### config.mk
export PLATFORM = sky130hd
export DESIGN_NAME = i2s_rx_frame
export DESIGN_NICKNAME = d
export VERILOG_FILES = /design/src/rtl/i2s_rx_frame.sv
export SDC_FILE = /design/constraint.sdc
export NUM_CORES = 1
export LEC_CHECK = 0
export ABC_AREA = 0
export CELL_PAD_IN_SITES_DETAIL_PLACEMENT = 1
export CELL_PAD_IN_SITES_GLOBAL_PLACEMENT = 2
export CORE_MARGIN = 2
export CORE_UTILIZATION = 40
export CTS_BUF_LIST = sky130_fd_sc_hd__clkbuf_8
export CTS_CLUSTER_DIAMETER = 80
export CTS_CLUSTER_SIZE = 20
export DETAILED_ROUTE_END_ITERATION = 8
export GPL_ROUTABILITY_DRIVEN = 0
export HOLD_SLACK_MARGIN = 0.12
export PLACE_DENSITY = 0.92
export SLEW_MARGIN = 20
export SYNTH_ARGS = -nofsm -noshare
export SYNTH_HDL_FRONTEND = slang
export SYNTH_SLANG_ARGS = --single-unit
### constraint.sdc
create_clock -name clk -period 7.2 [get_ports clk]
set_input_delay 2.16 -clock clk [delete_from_list [all_inputs] [get_ports clk]]
set_output_delay 2.16 -clock clk [all_outputs]
set_load 0.02 [all_outputs]
### src/rtl/i2s_rx_frame.sv
// i2s_rx_frame
//   Parametrised I2S / left-justified serial audio receiver. clk is the serial
//   bit clock; ws and sd are sampled on every rising edge. Left/right slots are
//   deframed and published as an aligned stereo pair with a one-cycle strobe.
//   Malformed slots are flagged with sticky error bits.
//
// Parameters
//   SAMPLE_BITS    captured PCM width (MSB first; extra slot bits ignored)
//   MAX_SLOT_BITS  longest legal slot; a longer slot raises long_err
//   MODE           0 = Philips I2S (MSB one clk after ws edge)
//                  1 = left-justified (MSB on the ws edge)
//
// Ports
//   clk        in   serial bit clock, all logic on posedge
//   reset      in   asynchronous, active-high
//   en         in   receive enable; low returns to HUNT, outputs hold
//   ws         in   word select; 0 = left slot, 1 = right slot
//   sd         in   serial data
//   left_pcm   out  last published left sample
//   right_pcm  out  last published right sample
//   pcm_valid  out  one-cycle pulse when left_pcm/right_pcm update
//   short_err  out  sticky: a tracked slot ended with fewer than SAMPLE_BITS bits
//   long_err   out  sticky: a tracked slot exceeded MAX_SLOT_BITS bits
module i2s_rx_frame #(
  parameter int SAMPLE_BITS   = 16,
  parameter int MAX_SLOT_BITS = 32,
  parameter int MODE          = 0
) (
  input  logic                   clk,
  input  logic                   reset,
  input  logic                   en,
  input  logic                   ws,
  input  logic                   sd,
  output logic [SAMPLE_BITS-1:0] left_pcm,
  output logic [SAMPLE_BITS-1:0] right_pcm,
  output logic                   pcm_valid,
  output logic                   short_err,
  output logic                   long_err
);

  localparam int CW = $clog2(MAX_SLOT_BITS + 2);
  localparam logic [CW-1:0] CNT_SAT  = CW'(MAX_SLOT_BITS + 1);
  localparam logic [CW-1:0] CNT_MAX  = CW'(MAX_SLOT_BITS);
  localparam logic [CW-1:0] CNT_FULL = CW'(SAMPLE_BITS);
  localparam logic [CW-1:0] CNT_ONE  = CW'(1);

  typedef enum logic [1:0] {
    HUNT,
    LEFT,
    RIGHT
  } state_t;

  state_t state, state_next;

  logic                   ws_d;
  logic                   eff_ws;
  logic                   eff_ws_prev;
  logic                   boundary;
  logic                   rise;
  logic                   fall;
  logic [SAMPLE_BITS-1:0] shreg;
  logic [SAMPLE_BITS-1:0] shreg_next;
  logic [SAMPLE_BITS-1:0] left_hold;
  logic [CW-1:0]          cnt;
  logic [CW-1:0]          cnt_next;
  logic                   do_hold;
  logic                   do_publish;
  logic                   do_short;
  logic                   do_long;

  // In I2S mode ws leads the MSB by one clock; delaying it once lines the
  // detected boundary up with the MSB edge in both modes.
  assign eff_ws   = (MODE == 0) ? ws_d : ws;
  assign boundary = eff_ws != eff_ws_prev;
  assign rise     = boundary && eff_ws;
  assign fall     = boundary && !eff_ws;

  // Slot shifter: the boundary bit is the MSB of the new slot; later bits fill
  // downward until SAMPLE_BITS are held, anything beyond is dropped.
  always_comb begin
    shreg_next = shreg;
    cnt_next   = cnt;
    if (boundary) begin
      shreg_next                = '0;
      shreg_next[SAMPLE_BITS-1] = sd;
      cnt_next                  = CNT_ONE;
    end else begin
      for (int unsigned i = 0; i < SAMPLE_BITS; i++) begin
        if (cnt == CW'(SAMPLE_BITS - 1 - i)) begin
          shreg_next[i] = sd;
        end
      end
      if (cnt != CNT_SAT) begin
        cnt_next = cnt + CNT_ONE;
      end
    end
  end

  // Frame tracker. A boundary edge closes the slot in progress before the new
  // one starts, so a boundary with cnt == MAX_SLOT_BITS is a legal end; only a
  // non-boundary edge at that count overruns the slot.
  always_comb begin
    state_next = state;
    do_hold    = 1'b0;
    do_publish = 1'b0;
    do_short   = 1'b0;
    do_long    = 1'b0;
    if (!en) begin
      state_next = HUNT;
    end else begin
      case (state)
        HUNT: begin
          if (fall) begin
            state_next = LEFT;
          end
        end
        LEFT, RIGHT: begin
          if (boundary) begin
            if (cnt < CNT_FULL) begin
              do_short = 1'b1;
            end
            if (state == LEFT && rise) begin
              do_hold    = 1'b1;
              state_next = RIGHT;
            end else if (state == RIGHT && fall) begin
              do_publish = 1'b1;
              state_next = LEFT;
            end
          end else if (cnt == CNT_MAX) begin
            do_long    = 1'b1;
            state_next = HUNT;
          end
        end
        default: state_next = HUNT;
      endcase
    end
  end

  always_ff @(posedge clk or posedge reset) begin
    if (reset) begin
      state <= HUNT;
    end else begin
      state <= state_next;
    end
  end

  always_ff @(posedge clk or posedge reset) begin
    if (reset) begin
      ws_d        <= 1'b0;
      eff_ws_prev <= 1'b0;
      shreg       <= '0;
      cnt         <= '0;
      left_hold   <= '0;
      left_pcm    <= '0;
      right_pcm   <= '0;
      pcm_valid   <= 1'b0;
      short_err   <= 1'b0;
      long_err    <= 1'b0;
    end else begin
      ws_d        <= ws;
      eff_ws_prev <= eff_ws;
      shreg       <= shreg_next;
      cnt         <= cnt_next;
      pcm_valid   <= do_publish;
      if (!en) begin
        left_hold <= '0;
      end else if (do_hold) begin
        left_hold <= shreg;
      end
      if (do_publish) begin
        left_pcm  <= left_hold;
        right_pcm <= shreg;
      end
      if (do_short) begin
        short_err <= 1'b1;
      end
      if (do_long) begin
        long_err <= 1'b1;
      end
    end
  end

endmodule

==> results.ini, run 1 <==
[power]
power_leakage_nw = 1.91
p_per_area_mw_per_mm2 = 224
irDropWorstVdd_mv = 0.0943

[global_route]
grt_pass1_vias = 2442
antenna_found_initial = 0
overflow = 0
grt_max_degree = 78
grt_pass1_wl_mm = 12.1
grt_usage_pct = 15.8

[detailed_routing]
wl_met1_mm = 3.25
drc = 0
postRouteAntennaNets = 0
dr.pass1.iters = 4
drtIter0Drc = 100
top_layer_used = met4
met3_length_um = 210
drt_wl_total_mm = 7.04
met2WireLength_mm = 3.42
drt-vias-per-instance = 5.06
wl_per_cell_um = 15.9
vias = 2238

[final_layout]
nFillCells = 911
mostFrequentLayoutCells = 77 x dfrtp_1, 55 x nand2_1, 39 x clkdlybuf4s50_1
layout.nets = 344
final_common_cell = dfrtp_1
area_delta_synth_final_pct = 18.2
final_util_pct = 48.7
antenna_cells = 0
drive_gt1_share_pct = 18.3

[synth]
syn_nets = 308
synth_compound_area_share_pct = 6.55
synth_cell_types = 32
synthAdderAreaFrac_pct = 3.50
synth-warning-count = 0
synthMuxAreaShare_pct = 16.0
synthCells = 293
synth_top_flop_cell = dfrtp_1
yosysSeqAreaShare_pct = 53.9
synth_top_family_by_area = multiplexers
synth_edf_count = 0
postSynth.asyncResetShare_pct = 100
synth-simple-area-share_pct = 14.9
synth-xor-area-share_pct = 0.980
syn_area_per_cell_sq_um = 12.2
ys_ff_latch = 77
syn_area_sq_mm = 0.00357

[job]
cap_violations = 0

[timing]
slew-limit-headroom_pct = 32.0
finalSetupViolCount = 0
max_freq_mhz = 241
finClkSkew_ns = 0.0116
min_period_over_period_pct = 57.6
period_needed_ns = 4.15
fin_tns_setup_ns = 0
max_slew.worst_pin.slew_ns = 1.02
report.final.slew_viol_count = 0
finalHoldViolCount = 0
rsz0062_at_grt = no

[clock_network]
cts_tree = built
post-cts-setup-buffers = 0
postCtsHoldBufs = 0
clock_tree.htree_level_count = 3
clock_latency_ns = 0.35
cts_inserted_buffers = 9
clock-sinks = 77
clock_path_buffers = 2
cts-root-buf = clkbuf_8
ctsResizeCount = 0
clk_pin_slew_worst_paths_ns = 0.08

[floorplan]
rows = 34
fp.dieH_um = 98.5
core-area_sq_mm = 0.00868
initial_core_util_pct = 41.2
dieArea_sq_mm = 0.00971
die_width_um = 98.5
io-pin-count = 40

[setup_path]
timing_worst_setup_path_type = in2reg
end_kind = flip-flop
cp-start-kind = primary input
arrival_ns = 4.38
cp_data_required_time_ns = 7.43
crit_fanout = 33

[place]
hpwl_mm = 4.68
portBuffers = 39

[worst_hold_path]
min_path_type = reg2reg

[run_status]
outcome = complete, no violations

-- per-stage QoR --
step                hold slack, ns  setup WS (ns)  cells  total power (W)  cell area [sq um]
detailed placement           0.404           2.65    426         0.000581               3990
global placement             0.392           2.72    426         0.000575               3990
CTS                          0.423           3.02    442         0.000965               4220
global route                 0.442           2.92    442         0.000998               4220
finish                       0.414           3.05    442         0.000948               4220
floorplan                    0.380           3.07    293         0.000550               3570
-- cells in the mapped netlist (4+ instances only) --
cell type	number	area [sq um]
dfrtp_1	77	1930
clkbuf_1	8	30.0
inv_1	7	26.3
a21boi_0	25	188
nor2b_1	11	68.8
nand3_1	21	105
ha_1	10	125
mux2i_1	7	70.1
nand2_1	55	206
nor2_1	4	15.0
xnor2_1	4	35.0
mux2_4	29	435
mux2_2	6	67.6
-- sequential cells by signal, summed over array words and instances, names as in the netlist --
register / count
right_pcm: 16
left_hold: 16
cnt: 6
pcm_valid: 1
eff_ws_prev: 1
eff_ws: 1
short_err: 1
state: 2
left_pcm: 16
long_err: 1
shreg: 16
-- report_power, final --
group / internal [W] / switching [W] / total [W]
logic: 0.0000445 / 0.0000627 / 0.000107
clock network: 0.000208 / 0.000170 / 0.000378
registers: 0.000445 / 0.0000181 / 0.000463
total: 0.000697 / 0.000251 / 0.000948
-- worst paths after layout --
check,startpoint,to,slack (ns),cells after the start
setup / recovery,en,left_pcm[13],3.05,5
hold / removal,eff_ws,eff_ws_prev,0.41,0
setup reg to reg,eff_ws,left_pcm[13],4.56,7
hold reg to reg,eff_ws,eff_ws_prev,0.41,0
max in group asynchronous,reset,left_hold[12],4.15,3
min in group asynchronous,reset,left_pcm[2],2.41,3
-- logic make-up (layout without fill, tap and decap cells) --
| logic type | after synthesis | after routing |
|---|---|---|
| AND/OR/NAND/NOR | 107 | 107 |
| flip-flops | 77 | 77 |
| multiplexers | 42 | 42 |
| AO/OA/AOI/OAI | 30 | 30 |
| buffers and inverters | 23 | 64 |
| adder cells (fa/ha/maj) | 10 | 10 |
| XOR/XNOR | 4 | 4 |
-- worst max-delay path, stage by stage --
cell and delay [ns]:
clkdlybuf4s50_1 0.87, and3_4 0.32, nor2b_4 0.13, buf_4 0.48
mux2_2 0.39
-- routing by layer --
| layer | global-route usage [%] | vias to the layer above |
|---|---|---|
| met2 | 25.0 | 36 |
| met1 | 21.1 | 1132 |
| met4 | 7.48 | 0 |
| met5 | 0 | - |
| li1 | - | 1057 |
| met3 | 2.77 | 13 |
-- final cells by class --
class	count	area, sq um	area share (%)
clock buffers	10	138	3.26
well taps	108	135	3.20
flip-flops and latches	77	1930	45.6
inverters	7	26.3	0.622
multi-input cells	193	1500	35.5
repair buffers	41	405	9.60
clock inverters	6	93.8	2.22
No activity file was read; power rests on OpenSTA's default activity.
==> run 2, diff against run 1 <==
- CORE_UTILIZATION: 40 -> 39
- PLACE_DENSITY: 0.92 -> 0.9
- clock period: 7.2 -> 3.9 ns (I/O delays scaled with it)
==> run 2 against run 1 <==
Effect of this change: sequential share of layout area rose by 0.18 points; wire length fell by 0.88%; final area fell by 0.38%; final cell count rose by 0.23%; worst hold slack improved by 0.0075 ns; largest power group unchanged; worst setup slack got worse by 1.8 ns; global-route usage fell by 0.31 points; non-clock buffer count rose by 1; combinational power rose by 90%; clock power rose by 51%.
==> results.ini, run 2 (synthesis gave the netlist of run 1 again) <==
[clock_network]
clock_tree.htree_level_count = 3
postCtsHoldBufs = 0
cts_tree = built
clock-sinks = 77
cts-root-buf = clkbuf_8
clock_path_buffers = 2
ctsResizeCount = 0
clock_latency_ns = 0.35
cts_inserted_buffers = 9
clk_pin_slew_worst_paths_ns = 0.09
post-cts-setup-buffers = 0

[final_layout]
nFillCells = 926
multi_input_area_sq_mm = 0.00150
drive_gt1_share_pct = 18.5
fin_cells = 443
final_common_cell = dfrtp_1
area_delta_synth_final_pct = 17.8
layout.nets = 345
mostFrequentLayoutCells = 77 x dfrtp_1, 55 x nand2_1, 39 x clkdlybuf4s50_1
antenna_cells = 0
regArea_sq_mm = 0.00193

[setup_path]
cp-start-kind = primary input
timing_worst_setup_path_type = in2reg
cp_data_required_time_ns = 4.15
crit_fanout = 22
arrival_ns = 2.88
end_kind = flip-flop
reg2regPathDepth = 7

[detailed_routing]
postRouteAntennaNets = 0
drt-vias-per-instance = 5.01
wl_per_cell_um = 15.8
drc = 0
dr.pass1.iters = 4
vias = 2221
drtIter0Drc = 87
drt_wl_total_mm = 6.98

[power]
irDropWorstVdd_mv = 0.234
p_per_area_mw_per_mm2 = 387
power.total_w = 0.00163
power_leakage_nw = 1.90

[global_route]
grt_pass1_wl_mm = 12.1
grt_usage_pct = 15.5
antenna_found_initial = 0
grt_pass1_vias = 2423
grt_max_degree = 78
overflow = 0

[timing]
fin_tns_setup_ns = 0
report.final.slew_viol_count = 0
finalSetupViolCount = 0
period_needed_ns = 2.63
rsz0062_at_grt = no
finalHoldViolCount = 0
max_slew.worst_pin.slew_ns = 1.01
finClkSkew_ns = 0.00909
min_period_over_period_pct = 67.5
slew-limit-headroom_pct = 32.3
max_freq_mhz = 380

[worst_hold_path]
whs_path_depth = 0
min_path_type = reg2reg

[floorplan]
io-pin-count = 40
rows = 34
initial_core_util_pct = 40.6
die_width_um = 99.7
fp.dieH_um = 99.7
core-area_sq_mm = 0.00881
dieArea_sq_mm = 0.00994

[job]
cap_violations = 0

[place]
placed_cells = 427
portBuffers = 39
hpwl_mm = 4.67

[run_status]
outcome = complete, no violations

[run 2: cell types whose count changed in the layout (fill, tap and decap cells not counted)]
cell       previous run  this run
clkbuf_8             10         9
buf_12                0         2
clkinv_2              0         1
clkinv_4              1         2
inv_8                 0         1
buf_4                 2         1
bufinv_16             2         0
[run 2: layout make-up]
cell class                      instances  area share, %
Multi-Input combinational cell        193           35.6
Sequential cell                        77           45.8
Clock inverter                          7           1.40
Clock buffer                            9           2.94
Inverter                                7          0.624
Timing Repair Buffer                   42           10.4
Tap cell                              108           3.21
[run 2: worst paths after layout]
kind,from,slack (ns),end
setup / recovery,en,1.27,right_pcm[1]
hold / removal,eff_ws,0.42,eff_ws_prev
setup reg to reg,eff_ws,1.28,right_pcm[1]
hold reg to reg,eff_ws,0.42,eff_ws_prev
max in group asynchronous,reset,2.35,shreg[12]
min in group asynchronous,reset,1.22,left_pcm[1]
[run 2: worst max-delay path: stages]
cell,delay (ns)
clkdlybuf4s50_1,0.49
and3_4,0.19
nor2b_4,0.43
buf_12,0.26
mux2_4,0.31
[run 2: per-layer routing]
layer	GRT usage, %	up-vias	part of all wire (%)
met2	25.0	40	48
met4	5.69	0	1.7
met5	0	-	0
met3	4.08	14	3.2
met1	20.1	1112	47
li1	-	1055	-
[run 2: power by group]
group	leakage, nW	internal, W	switching (W)	total, W
clock network	0.0921	0.000241	0.000329	0.000570
logic	0.756	0.0000838	0.000119	0.000203
registers	1.06	0.000821	0.0000327	0.000854
total	1.90	0.00115	0.000481	0.00163
[run 2: metrics by stage]
| stage | hold WS [ns] | area (sq um) | setup WS, ns | utilization [%] |
|---|---|---|---|---|
| 2_1_floorplan | 0.380 | 3570 | 0.763 | - |
| 4_1_cts | 0.428 | 4210 | 1.23 | 47.8 |
| 3_3_place_gp | 0.391 | 4030 | 0.925 | 45.7 |
| 6_report | 0.421 | 4210 | 1.27 | 47.8 |
| 5_1_grt | 0.445 | 4210 | 1.09 | 47.8 |
| 3_5_place_dp | 0.408 | 4030 | 0.889 | 45.7 |
